## src/rtl/addd_accumulator_if.sv

```systemverilog
// ----------------------------------------------------------------------------
// addd_accumulator_if
//   Bundles the beat-in / sum-out handshake of addd_accumulator.
//   master : the surrounding logic (adder side + writeback consumer)
//   slave  : the accumulator block itself
// Signals:
//   start, len            - operation request and beat count
//   in_valid/in_ready     - beat handshake, res_high:res_low is the 64-bit beat
//   out_valid/out_ready   - sum handshake, acc_high:acc_low is the 64-bit total
//   overflow              - sticky signed overflow of the current operation
//   busy, beats_left      - status
// ----------------------------------------------------------------------------
interface addd_accumulator_if #(
  parameter int CNT_W = 8
);
  logic             start;
  logic [CNT_W-1:0] len;
  logic             in_valid;
  logic             in_ready;
  logic [31:0]      res_high;
  logic [31:0]      res_low;
  logic             out_valid;
  logic             out_ready;
  logic [31:0]      acc_high;
  logic [31:0]      acc_low;
  logic             overflow;
  logic             busy;
  logic [CNT_W-1:0] beats_left;

  modport master (
    output start, len, in_valid, res_high, res_low, out_ready,
    input  in_ready, out_valid, acc_high, acc_low, overflow, busy, beats_left
  );

  modport slave (
    input  start, len, in_valid, res_high, res_low, out_ready,
    output in_ready, out_valid, acc_high, acc_low, overflow, busy, beats_left
  );
endinterface

```

## src/rtl/addd_accumulator.sv

```systemverilog
// ----------------------------------------------------------------------------
// addd_accumulator
//   Sums a programmed number of 64-bit adder results into a 64-bit signed
//   accumulator, then holds the total (with a sticky signed-overflow flag)
//   until the consumer takes it.
// Ports:
//   clk   - rising-edge clock
//   rst_n - asynchronous active-low reset
//   bus   - addd_accumulator_if.slave (start/len, beat handshake, sum
//           handshake, overflow, busy, beats_left)
// ----------------------------------------------------------------------------
module addd_accumulator #(
  parameter int CNT_W = 8
) (
  input  logic                 clk,
  input  logic                 rst_n,
  addd_accumulator_if.slave    bus
);

  typedef enum logic [1:0] {
    S_IDLE,
    S_ACCUM,
    S_DONE
  } state_e;

  state_e           state_q, state_d;
  logic [63:0]      acc_q, acc_d;
  logic             ovf_q, ovf_d;
  logic [CNT_W-1:0] beats_left_q, beats_left_d;

  logic [63:0]      addend;
  logic [63:0]      sum;
  logic             add_ovf;
  logic             beat_fire;

  assign addend    = {bus.res_high, bus.res_low};
  assign sum       = acc_q + addend;
  // Signed overflow: operands agree in sign but the result does not.
  assign add_ovf   = (acc_q[63] == addend[63]) && (sum[63] != acc_q[63]);
  assign beat_fire = (state_q == S_ACCUM) && bus.in_valid;

  // NOTE: every variable gets its hold value before the case statement, so no
  // path leaves it unassigned and no latch is inferred.
  always_comb begin
    state_d      = state_q;
    acc_d        = acc_q;
    ovf_d        = ovf_q;
    beats_left_d = beats_left_q;

    unique case (state_q)
      S_IDLE: begin
        if (bus.start) begin
          acc_d        = '0;
          ovf_d        = 1'b0;
          beats_left_d = bus.len;
          state_d      = (bus.len != '0) ? S_ACCUM : S_DONE;
        end
      end

      S_ACCUM: begin
        if (beat_fire) begin
          acc_d        = sum;
          ovf_d        = ovf_q | add_ovf;
          beats_left_d = beats_left_q - 1'b1;
          if (beats_left_q == CNT_W'(1)) state_d = S_DONE;
        end
      end

      S_DONE: begin
        // start is deliberately ignored here, even alongside out_ready.
        if (bus.out_ready) state_d = S_IDLE;
      end

      default: state_d = S_IDLE;
    endcase
  end

  // NOTE: sequential state uses non-blocking assignments so every flop
  // samples the pre-edge values regardless of statement order.
  always_ff @(posedge clk or negedge rst_n) begin
    if (!rst_n) begin
      state_q      <= S_IDLE;
      acc_q        <= '0;
      ovf_q        <= 1'b0;
      beats_left_q <= '0;
    end else begin
      state_q      <= state_d;
      acc_q        <= acc_d;
      ovf_q        <= ovf_d;
      beats_left_q <= beats_left_d;
    end
  end

  // Handshake/status outputs decode state only: no combinational path from
  // in_valid or out_ready.
  assign bus.in_ready   = (state_q == S_ACCUM);
  assign bus.out_valid  = (state_q == S_DONE);
  assign bus.busy       = (state_q != S_IDLE);
  assign bus.acc_high   = acc_q[63:32];
  assign bus.acc_low    = acc_q[31:0];
  assign bus.overflow   = ovf_q;
  assign bus.beats_left = beats_left_q;

endmodule
```

## src/flat_wrapper.sv

```systemverilog
// flat-port wrapper written by rule: the top's interface ports become plain ports
module addd_accumulator_flat 
#(
  parameter int CNT_W = 8
)
  (clk, rst_n, bus_start, bus_len, bus_in_valid, bus_res_high, bus_res_low, bus_out_ready, bus_in_ready, bus_out_valid, bus_acc_high, bus_acc_low, bus_overflow, bus_busy, bus_beats_left);
  addd_accumulator_if #(.CNT_W(CNT_W)) bus_i ();
  input  logic clk;
  input  logic rst_n;
  input wire logic [$bits(bus_i.start)-1:0] bus_start;
  input wire logic [$bits(bus_i.len)-1:0] bus_len;
  input wire logic [$bits(bus_i.in_valid)-1:0] bus_in_valid;
  input wire logic [$bits(bus_i.res_high)-1:0] bus_res_high;
  input wire logic [$bits(bus_i.res_low)-1:0] bus_res_low;
  input wire logic [$bits(bus_i.out_ready)-1:0] bus_out_ready;
  output wire logic [$bits(bus_i.in_ready)-1:0] bus_in_ready;
  output wire logic [$bits(bus_i.out_valid)-1:0] bus_out_valid;
  output wire logic [$bits(bus_i.acc_high)-1:0] bus_acc_high;
  output wire logic [$bits(bus_i.acc_low)-1:0] bus_acc_low;
  output wire logic [$bits(bus_i.overflow)-1:0] bus_overflow;
  output wire logic [$bits(bus_i.busy)-1:0] bus_busy;
  output wire logic [$bits(bus_i.beats_left)-1:0] bus_beats_left;
  assign bus_i.start = bus_start;
  assign bus_i.len = bus_len;
  assign bus_i.in_valid = bus_in_valid;
  assign bus_i.res_high = bus_res_high;
  assign bus_i.res_low = bus_res_low;
  assign bus_i.out_ready = bus_out_ready;
  assign bus_in_ready = bus_i.in_ready;
  assign bus_out_valid = bus_i.out_valid;
  assign bus_acc_high = bus_i.acc_high;
  assign bus_acc_low = bus_i.acc_low;
  assign bus_overflow = bus_i.overflow;
  assign bus_busy = bus_i.busy;
  assign bus_beats_left = bus_i.beats_left;
  addd_accumulator #(.CNT_W(CNT_W)) u_core (.clk(clk), .rst_n(rst_n), .bus(bus_i));
endmodule
```

## config.mk

```make
export PLATFORM = sky130hd
export DESIGN_NAME = addd_accumulator_flat
export DESIGN_NICKNAME = d
export VERILOG_FILES = /design/src/rtl/addd_accumulator_if.sv /design/src/rtl/addd_accumulator.sv /design/src/flat_wrapper.sv
export SDC_FILE = /design/constraint.sdc
export NUM_CORES = 1
export LEC_CHECK = 0
export CAP_MARGIN = 20
export CORE_MARGIN = 2
export CORE_UTILIZATION = 50
export CTS_CLUSTER_DIAMETER = 30
export CTS_CLUSTER_SIZE = 24
export DETAILED_ROUTE_END_ITERATION = 16
export PLACE_DENSITY_LB_ADDON = 0.05
export SLEW_MARGIN = 25
export SYNTH_ARGS = -nofsm -noshare
export SYNTH_HDL_FRONTEND = slang
export SYNTH_SLANG_ARGS = --single-unit
```

## constraint.sdc

```tcl
create_clock -name clk -period 8.8 [get_ports clk]
set_clock_uncertainty 0.1 [all_clocks]
set_input_delay 0.88 -clock clk [delete_from_list [all_inputs] [get_ports clk]]
set_output_delay 0.88 -clock clk [all_outputs]
set_load 0.1 [all_outputs]
```

# Word-level counts from Yosys, hierarchy flattened
# Cells that the tools add are included.
[word_totals]
word_cells = 39
in_bits = 77
out_inout_bits = 76
ff_bits = 75
[classes]
n_addsub = 2
n_eq_ne = 9
reduce_logical = 8
n_mux = 15
n_bitwise = 1
[op_table]
columns = ["operator", "count"]
rows = [
  ["$mux W64", 2],
  ["$pmux W64 S2", 1],
  ["$add A64 B64 Y64", 1],
  ["$mux W8", 2],
  ["$pmux W8 S2", 1],
  ["$mux W2", 5],
  ["$eq A8 B1 Y1 const B", 1],
  ["$reduce_bool A8 Y1", 1],
  ["$sub A8 B1 Y8 const B", 1],
  ["$pmux W2 S3", 1],
  ["$ne A2 B1 Y1 const B", 2],
  ["$ne A2 B2 Y1 const B", 2],
  ["$reduce_and A4 Y1", 1],
  ["$reduce_bool A2 Y1", 2],
  ["$reduce_and A3 Y1", 1],
  ["$eq A2 B1 Y1 const B", 1],
  ["$eq A2 B2 Y1 const B", 1],
  ["$logic_and A1 B1 Y1", 2],
  ["$logic_not A2 Y1", 1],
  ["$mux W1", 2],
  ["$pmux W1 S2", 1],
  ["$eq A1 B1 Y1", 1],
  ["$ne A1 B1 Y1", 1],
  ["$or A1 B1 Y1", 1],
]

# Logic depth before layout (Yosys ltp)
[depth]
word_depth = 6
ltp_mapped = 13
mapped_depth_nobuf = 13

# Worst setup path before layout
# No wires, ideal clock.
[synth_timing]
kind = "reg2reg"
startpoint = "reg u_core.acc_q[8]"
endpoint = "reg u_core.acc_q[63]"
period_less_slack_ps = 3649
arrival_time_ps = 3416
setup_time_ps = 133
required_ps = 8567
setup_slack_ps = 5151
path_buffers = 0
stages_incl_launch_ff = 13
cell_sequence = "dfrtp_1 > ha_1 > a211oi_1 > nor2_1 > nor3_2 > a2111oi_0 > or2_1 > a31o_2 > a31oi_4 > o31ai_2 > a221oi_2 > mux2i_1 > o211ai_1"
[synth_via]
elab_chain_cells = 3
[synth_lines]
columns = ["item", "line", "rtl"]
rows = [
  ["start: declaration", "addd_accumulator.sv:27", "logic [63:0] acc_q, acc_d;"],
  ["start signal: assignment", "addd_accumulator.sv:83", "acc_q <= '0;"],
  ["start signal: assignment", "addd_accumulator.sv:88", "acc_q <= acc_d;"],
  ["$add A64 B64 Y64", "addd_accumulator.sv:37", "assign sum = acc_q + addend;"],
  ["$mux W64", "addd_accumulator.sv:61", "if (beat_fire) begin"],
  ["$pmux W64 S2", "addd_accumulator.sv:50", "unique case (state_q)"],
]
# No other way between the ends. The select of a mux whose other input is x is not followed.
# A chain may end at the register's enable or synchronous reset.

# Worst setup path in the final report
[layout_timing]
startpoint = "in bus_res_low[0]"
endpoint = "reg u_core.acc_q[62]"
[layout_via]
elab_chain_cells = 3
[layout_lines]
columns = ["item", "line", "rtl"]
rows = [
  ["start: declaration", "flat_wrapper.sv:14", "input wire logic [$bits(bus_i.res_low)-1:0] bus_res_low;"],
  ["$add A64 B64 Y64", "addd_accumulator.sv:37", ""],
  ["$mux W64", "addd_accumulator.sv:61", ""],
  ["$pmux W64 S2", "addd_accumulator.sv:50", ""],
]
# No other way between the ends. The select of a mux whose other input is x is not followed.

==> impl_metrics.csv <==
group,metric,value,unit
critical_path,cp-start-kind,"primary input",
synthesis,synth-simple-area-share,17.5,%
critical_path,crit_chain,"clkdlybuf4s50_1, ha_1, fa_1, a211o_1, o211ai_1, a21oi_1, a221oi_1, a21oi_2, nor3_2, o41ai_4, a21oi_2, o21bai_2, xnor2_1, o21ai_1",
synthesis,synth_top_area_share,28.6,%
sta,fmax,241,MHz
placed_design,routabilityCongestion,0.939,
critical_path,slowest_delay,0.52,ns
global_routing,grt_pass1_wl,32.0,mm
clocking,clk_pin_slew_worst_paths,0.07,ns
layout,regArea,0.00188,mm^2
drt,routed_wl,19.3,mm
drt,drc_errors,0,
drt,routed_via_density,5.98,
floorplan,start_util,51.6,%
placed_design,place_hpwl,14.4,mm
synthesis,syn_nets,957,
floorplan,die_width,119,um
floorplan,rows,41,
critical_path,cpMaxStageDelayCell,"a221oi_1",
synthesis,yosys.area.top_type,"dfrtp_1",
layout,fillers,1128,
clocking,cts_tree,"done",
sta,setup_viol,0,
synthesis,synth_top_family_by_area,"compound AO/OA/AOI/OAI gates",
synthesis,synthArstFlopShare,100,%
synthesis,synth_edf_count,0,
layout,nNetsFinal,1088,
synthesis,synth_compound_area_share,29.8,%
drt,drtIter0Drc,551,
sta,maxSlewViolCount,0,
synthesis,synth-main-ff-cell,"dfrtp_1",
sta,min_period,4.15,ns
synthesis,syn_area,0.00656,mm^2
clocking,post_cts_buffers,0,
sta,finalHoldViolCount,0,
layout,layout-drive-gt1-share,3.68,%
critical_path,crit_type,"primary input to flip-flop",
global_routing,grt_max_degree,76,
placed_design,io_buffers,152,
clocking,clk_latency,0.36,ns
global_routing,antenna_found_initial,0,
synthesis,synth_seq_cells,75,
synthesis,netlist_instances,814,
sta,rsz0062_at_grt,"false",
layout,syn_to_final_growth,29.6,%
synthesis,synthDistinctLibCells,63,
critical_path,cp.arrival,4.26,ns
floorplan,ios,153,
critical_path,cp_data_required_time,8.91,ns
flow_run,drv_cap,0,
critical_path,end_kind,"flip-flop",
clocking,cts_resized,0,
sta,fin_crit_sh,47.2,%
sta,fin_tns_setup,0,ns
critical_path,cpMostUsedCell,"a21oi_2",
layout,num_antenna_cells,0,
global_routing,grtUsageTotal,27.5,%
clocking,root_buffer,"clkbuf_16",
global_routing,grt_pass1_vias,6666,
hold_path,hp-class,"flip-flop to flip-flop",
synthesis,synth_xor_area_share,7.74,%
clocking,cts_sinks,75,
sta,tightest_slew,1.05,ns
sta,slew_headroom,29.8,%
floorplan,core-area,0.0127,mm^2
layout,mostFrequentLayoutCells,"151 x clkdlybuf4s50_1, 105 x nand2_1, 101 x o21ai_0",
floorplan,dieHeight,119,um
status,status,"complete, no violations",
synthesis,yosysSeqAreaShare,28.6,%
clocking,htree_levels,3,
drt,vias,6707,
layout,final_common_cell,"clkdlybuf4s50_1",
clocking,clockBufferDepth,2,
synthesis,ys_warn_count,0,
drt,dr.pass1.iters,7,
floorplan,dieArea,0.0141,mm^2
drt,ant_nets,0,
clocking,ctsHoldBuffers,0,
drt,wl_per_cell,17.2,um
layout,multi_input_area,0.00448,mm^2
synthesis,yosys-mux-area-fraction,0.305,%
clocking,cts_inserted_buffers,9,
synthesis,syn_avg_cell_area,8.06,um^2
global_routing,grt_remaining_overflow,0,
synthesis,yosys-top-cells-area,"dfrtp_1 29%, ha_1 12%, o21ai_0 7.7%, a21oi_1 6.3%, nand2_1 6.0%",
critical_path,crit_fanout,4,
synthesis,synthAdderAreaFrac,12.7,%
## critical path, delay by kind of cell
| kind | cells | cell delay, ns |
|---|---|---|
| compound gates | 9 | 1.87 |
| buf+inv | 1 | 0.40 |
| xor+xnor | 1 | 0.14 |
| fa+ha+maj | 2 | 0.65 |
| simple gates | 1 | 0.31 |
## per-layer routing
metal	vias to the layer above	track usage, %	share of wire, %
met3	44	4.58	6.0
met2	267	44.8	46
met5	-	0	0
met1	3144	36.6	45
met4	0	10.2	2.4
li1	3252	-	-
## cells in the mapped netlist (all sizes together) (2+ instances only)
cell type / n
a211oi: 6
xor2: 23
nand2b: 7
and3: 11
nand2: 106
o221ai: 4
nor3b: 2
clkbuf: 30
a21oi: 84
a31oi: 7
o21ai: 104
a31o: 4
a21o: 30
xnor2: 35
nor2: 46
nor4: 4
o21bai: 19
or3: 4
a22oi: 3
a22o: 7
mux2i: 2
inv: 21
nand3: 20
ha: 65
a211o: 4
and2: 4
nor3: 17
dfrtp: 75
o31a: 3
o31ai: 7
a2111oi: 3
nand4: 14
o21a: 5
o211ai: 4
buf: 4
nor2b: 7
a21boi: 2
a221oi: 5
o41ai: 3
## state kept, by name, summed over array words and instances, names as in the netlist
register and count:
u_core.acc_q 64, u_core.bus.beats_left 8, u_core.state_q 2, u_core.bus.overflow 1
## logic make-up after synthesis
kind of cell               count (synthesis)
adders and majority gates                 66
DFF                                       75
xor gates and xnor gates                  58
muxes                                      2
and+or+nand+nor                          248
AOI/OAI and AO/OA                        310
buffers and inverters                     55
## final timing paths
check	from	endpoint	slack [ns]	cells past startpoint
setup reg to reg	u_core.acc_q[0]$_DFFE_PN0P_	u_core.acc_q[62]$_DFFE_PN0P_	5.16	13
hold reg to reg	u_core.acc_q[49]$_DFFE_PN0P_	u_core.acc_q[49]$_DFFE_PN0P_	0.41	2
max in group asynchronous	rst_n	u_core.acc_q[21]$_DFFE_PN0P_	7.65	1
min in group asynchronous	rst_n	u_core.acc_q[14]$_DFFE_PN0P_	0.46	1
setup / recovery	bus_res_low[0]	u_core.acc_q[62]$_DFFE_PN0P_	4.65	14
hold / removal	u_core.acc_q[49]$_DFFE_PN0P_	u_core.acc_q[49]$_DFFE_PN0P_	0.41	2
## cell type report
| cell class | instances | share of cell area (%) |
|---|---|---|
| flip-flops and latches | 75 | 22.1 |
| multi-input cells | 684 | 52.7 |
| repair buffers | 154 | 18.1 |
| clock buffers | 9 | 2.65 |
| inverters | 21 | 0.927 |
| well taps | 172 | 2.53 |
| clock inverters | 7 | 1.09 |
## through the flow
| step | hold slack [ns] | std cells | area (um^2) | util [%] | worst slack, ns |
|---|---|---|---|---|---|
| 2_1_floorplan | 0.458 | 814 | 6560 | - | 5.15 |
| 4_1_cts | 0.421 | 1122 | 8500 | 66.8 | 4.67 |
| 3_3_place_gp | 0.365 | 1106 | 8180 | 64.3 | 4.38 |
| 3_5_place_dp | 0.405 | 1106 | 8180 | 64.3 | 4.33 |
| 5_1_grt | 0.448 | 1122 | 8510 | 66.9 | 4.41 |
| 6_report | 0.412 | 1122 | 8510 | 66.9 | 4.65 |
Power is not shown: default switching activity piles up to over one toggle a cycle in this logic, so the estimate is an artifact.
